## src/rtl/oled_refresh_ctrl.sv

```systemverilog
// rtl/oled_refresh_ctrl.sv - OLED frame refresh sequencer: address-setup commands then framebuffer bytes to an SPI shifter
//
// Ports:
//   clock        single rising-edge clock
//   reset        synchronous active-high reset
//   enable       panel powered and ready; gates frame start, aborts a frame when low
//   refresh_req  single-cycle request to push one full frame
//   fb_addr      framebuffer byte address (page*COLS + col)
//   fb_data      framebuffer read data, valid one cycle after fb_addr
//   tx_byte      byte to the SPI byte shifter
//   tx_dc        0 = command byte, 1 = display data byte
//   tx_valid     tx_byte/tx_dc valid
//   tx_ready     shifter accepts when high together with tx_valid
//   busy         high from frame start through the last accepted data byte
//   frame_done   one-cycle pulse after the last data byte of a frame is accepted

module oled_refresh_ctrl #(
    parameter int COLS  = 128,
    parameter int PAGES = 4
) (
    input  logic       clock,
    input  logic       reset,
    input  logic       enable,
    input  logic       refresh_req,
    output logic [9:0] fb_addr,
    input  logic [7:0] fb_data,
    output logic [7:0] tx_byte,
    output logic       tx_dc,
    output logic       tx_valid,
    input  logic       tx_ready,
    output logic       busy,
    output logic       frame_done
);

    localparam logic [9:0] LAST_ADDR = 10'(COLS * PAGES - 1);

    localparam logic [2:0] S_IDLE   = 3'd0;
    localparam logic [2:0] S_CMD    = 3'd1;
    localparam logic [2:0] S_FETCH  = 3'd2;
    localparam logic [2:0] S_RDWAIT = 3'd3;
    localparam logic [2:0] S_DATA   = 3'd4;
    localparam logic [2:0] S_DONE   = 3'd5;

    logic [2:0] state;
    logic [2:0] cmd_idx;
    logic       pending;
    logic       accept;

    assign accept = tx_valid & tx_ready;

    // Address-window setup: horizontal addressing mode, full column range,
    // full page range.
    function automatic logic [7:0] cmd_byte(input logic [2:0] idx);
        logic [7:0] b;
        case (idx)
            3'd0:    b = 8'h20;
            3'd1:    b = 8'h00;
            3'd2:    b = 8'h21;
            3'd3:    b = 8'h00;
            3'd4:    b = 8'(COLS - 1);
            3'd5:    b = 8'h22;
            3'd6:    b = 8'h00;
            default: b = 8'(PAGES - 1);
        endcase
        return b;
    endfunction

    always_ff @(posedge clock) begin
        if (reset) begin
            state      <= S_IDLE;
            cmd_idx    <= 3'd0;
            pending    <= 1'b0;
            fb_addr    <= 10'd0;
            tx_byte    <= 8'h00;
            tx_dc      <= 1'b0;
            tx_valid   <= 1'b0;
            busy       <= 1'b0;
            frame_done <= 1'b0;
        end else begin
            frame_done <= 1'b0;

            // Any request outside IDLE (including the DONE cycle) is remembered
            // once; the abort path below overrides this by clearing it.
            if (refresh_req && state != S_IDLE) begin
                pending <= 1'b1;
            end

            case (state)
                S_IDLE: begin
                    if (enable && (refresh_req || pending)) begin
                        state    <= S_CMD;
                        cmd_idx  <= 3'd0;
                        pending  <= 1'b0;
                        busy     <= 1'b1;
                        fb_addr  <= 10'd0;
                        tx_byte  <= cmd_byte(3'd0);
                        tx_dc    <= 1'b0;
                        tx_valid <= 1'b1;
                    end
                end

                S_CMD: begin
                    if (accept) begin
                        if (!enable) begin
                            state    <= S_IDLE;
                            tx_valid <= 1'b0;
                            busy     <= 1'b0;
                            pending  <= 1'b0;
                        end else if (cmd_idx == 3'd7) begin
                            state    <= S_FETCH;
                            tx_valid <= 1'b0;
                        end else begin
                            cmd_idx <= cmd_idx + 3'd1;
                            tx_byte <= cmd_byte(cmd_idx + 3'd1);
                        end
                    end
                end

                // fb_addr is already on the bus; the memory samples it this cycle.
                S_FETCH: begin
                    if (!enable) begin
                        state   <= S_IDLE;
                        busy    <= 1'b0;
                        pending <= 1'b0;
                    end else begin
                        state <= S_RDWAIT;
                    end
                end

                S_RDWAIT: begin
                    if (!enable) begin
                        state   <= S_IDLE;
                        busy    <= 1'b0;
                        pending <= 1'b0;
                    end else begin
                        state    <= S_DATA;
                        tx_byte  <= fb_data;
                        tx_dc    <= 1'b1;
                        tx_valid <= 1'b1;
                    end
                end

                S_DATA: begin
                    if (accept) begin
                        tx_valid <= 1'b0;
                        if (!enable) begin
                            state   <= S_IDLE;
                            busy    <= 1'b0;
                            pending <= 1'b0;
                        end else if (fb_addr == LAST_ADDR) begin
                            state      <= S_DONE;
                            busy       <= 1'b0;
                            frame_done <= 1'b1;
                        end else begin
                            fb_addr <= fb_addr + 10'd1;
                            state   <= S_FETCH;
                        end
                    end
                end

                S_DONE: begin
                    state <= S_IDLE;
                end

                default: begin
                    state    <= S_IDLE;
                    tx_valid <= 1'b0;
                    busy     <= 1'b0;
                end
            endcase
        end
    end

endmodule
```

## config.mk

```make
export PLATFORM = sky130hd
export DESIGN_NAME = oled_refresh_ctrl
export DESIGN_NICKNAME = d
export VERILOG_FILES = /design/src/rtl/oled_refresh_ctrl.sv
export SDC_FILE = /design/constraint.sdc
export NUM_CORES = 1
export LEC_CHECK = 0
export ABC_AREA = 1
export CORE_MARGIN = 2
export CORE_UTILIZATION = 54
export CTS_BUF_LIST = sky130_fd_sc_hd__clkbuf_8
export DETAILED_ROUTE_END_ITERATION = 8
export GPL_ROUTABILITY_DRIVEN = 0
export MAX_ROUTING_LAYER = met4
export PLACE_DENSITY = 0.87
export SLEW_MARGIN = 0
export SYNTH_ARGS = -nofsm -noshare
export SYNTH_HDL_FRONTEND = slang
export SYNTH_SLANG_ARGS = --single-unit
```

## constraint.sdc

```tcl
create_clock -name clock -period 1.9 [get_ports clock]
set_input_delay 0.38 -clock clock [delete_from_list [all_inputs] [get_ports clock]]
set_output_delay 0.38 -clock clock [all_outputs]
set_load 0.05 [all_outputs]
```

==> metrics.txt <==
Yosys reg bits 29; Fin Clk Skew around 0.0037 ns; Slew HR 0.654; Die Y 62.8 µm; CTS Hold Bufs 0; # rows 21; Tot GR Track Use 0.248; fin. max-slew vios 0; Boundary Pins 35; RSZ-0062 raised after global routing false; core area roughly 3300 µm²; PortBufs 34; Hold Path Cell Cnt 2; post-synth cell types 28; CTS tree built; post-cts sizing count 0; starting density of the core 0.559; Area Overhead vs Synth 27.0%; largest net degree at the start of global routing 13; grt total ovfl 0; vias in the first global route approximately 1800; Hold Crit Start tx_dc$_SDFFE_PP0P_; fillers 282; most frequent cells in the layout nand2_1 (77), nor2_1 (70), dfxtp_1 (29), inv_1 (28); crit end category primary output; most common cell after layout, fill and taps aside nand2_1; critical path class reg2out; CTS root buf clkbuf_8; CP max FO 3; Routed WL per cell between 10 and 15 µm; DRT antenna net count 0; Clock Sinks 29; number of synthesis warnings 0; Buf/Inv on CP 1; Post-Syn Area 1870 µm²; total power about 2200 µW; crit path max-delay cell type clkdlybuf4s50_1; hold path endpoint tx_dc$_SDFFE_PP0P_; outcome completed; diode count 0; number of vias per cell roughly 5; final setup fails 0; Critical Path AT 1.47 ns; max-cap violations 0; Register Area approximately 580 µm²; Final Hold Viols 0; 1st-iter DRT viols approximately 150; first-pass GRT wire length slightly below 8000 µm; reg2reg start cmd_idx[0]$_SDFFE_PP0P_; CP Launch Type register; largest stage delay on the critical path ~0.8 ns; H-Tree Level Count 2; final cycle utilization of the critical path 0.974; Min-Delay Path Class reg2reg; Worst VDD drop around 0.45 mV; DRC viols 0; DRT Wirelength around 4400 µm; worst reg-to-reg path cell count 9; Worst-Margin Slew 0.517 ns; initial antenna violation count 0; pwr dens around 930 nW/µm²; layout cells sized above 1 0.157; final setup TNS 0 ns; syn nets around 320; TritonCTS buffer count 5; nets@finish between 300 and 400; Pleak about 0.0011 µW; Post-CTS Setup Inserts 0; reg2reg end tx_byte[1]$_SDFFE_PP0P_; Chip Width about 63 µm; Post-Synthesis Cells just under 300; clk_lat worst skew 0.28 ns; Crit path max-delay family buffers and inverters; Via Count ~2000; dpl hpwl 3260 µm; Worst Path Required between 1.5 and 2 ns; Reg clk slew, reported paths ~0.060 ns; sequential area share after synthesis 0.311; Mean Syn Cell Area roughly 6.3 µm²; min Tclk post-route roughly 1.9 ns; Die ar. about 3900 µm²; Multi-input gate area 1110 µm²; drt pass-1 iters 4; critical path cell sequence clkdlybuf4s50_1; fmax 540 MHz; CTS max path bufs 2; R2R setup slack 0.27 ns
[stage by stage]
step	worst slack (ns)	instance area (µm²)	utilization	cells	hold slack [ns]
2_1_floorplan	0.0553	1870	-	297	0.464
3_3_place_gp	0.0741	2290	0.686	382	0.455
3_5_place_dp	0.0283	2290	0.686	382	0.458
4_1_cts	0.0513	2370	0.710	390	0.467
5_1_grt	0.0352	2370	0.710	390	0.498
6_report	0.0489	2370	0.710	390	0.463
[power breakdown]
part           internal [µW]  total (µW)  switching (µW)
clock                    243         478             235
sequential               694         766            71.5
combinational            343         966             623
total                   1280        2210             930
[layout make-up]
cell class | count | area share
multi-input combinational | 229 | 0.470
inverter | 32 | 0.0518
clock buffer | 5 | 0.0291
clock inverter | 3 | 0.00475
tap | 46 | 0.0243
sequential | 29 | 0.245
timing repair buffer | 46 | 0.175
[cells in the mapped netlist, drive strengths merged]
cell / number / area (µm²)
a211oi: 1 / 7.51
a21oi: 18 / 90.1
a22oi: 3 / 22.5
buf: 4 / 38.8
clkbuf: 3 / 11.3
dfxtp: 29 / 581
ha: 5 / 62.6
inv: 32 / 123
nand2: 83 / 350
nand3: 27 / 163
nand4: 2 / 12.5
nor2: 76 / 310
nor3: 3 / 15.0
o211ai: 1 / 21.3
o21ai: 8 / 43.8
o21bai: 1 / 7.51
or2: 1 / 6.26
[metal layers]
layer / part of all wire / GRT usage / up-vias
li1: - / - / 1028
met1: 0.43 / 0.270 / 872
met2: 0.50 / 0.437 / 50
met3: 0.043 / 0.0559 / 12
met4: 0.024 / 0.100 / 0
met5: 0 / - / -
[registers in the layout, indices dropped and copies added, names as in the netlist]
register,flops
pending,1
tx_dc,1
fb_addr,10
frame_done,1
cmd_idx,3
tx_byte,8
state,3
busy,1
tx_valid,1
[cell families (layout without fill, tap and decap cells)]
kind of cell	after synthesis	in the layout	synth area share
simple gates	192	192	0.459
compound gates	32	32	0.103
flops	29	29	0.311
buf+inv	39	86	0.0926
fa+ha+maj	5	5	0.0335
[worst max path at each step]
stage	start	end	cells after the start
global placement	enable	cmd_idx[2]$_SDFFE_PP0P_	8
floorplan	fb_addr[0]$_SDFFE_PP0P_	fb_addr[6]$_SDFFE_PP0P_	9
detailed placement	enable	cmd_idx[1]$_SDFFE_PP0P_	8
global route	fb_addr[9]$_SDFFE_PP0P_	fb_addr[9]	1
CTS	fb_addr[9]$_SDFFE_PP0P_	fb_addr[9]	1
finish	fb_addr[9]$_SDFFE_PP0P_	fb_addr[9]	1
[worst min-delay path, delay by kind of cell (launching register included)]
kind	cells	cell delay (ns)
compound gates	1	0.05
flops	1	0.31
simple gates	1	0.06
Power figures use the tool's default switching activity.
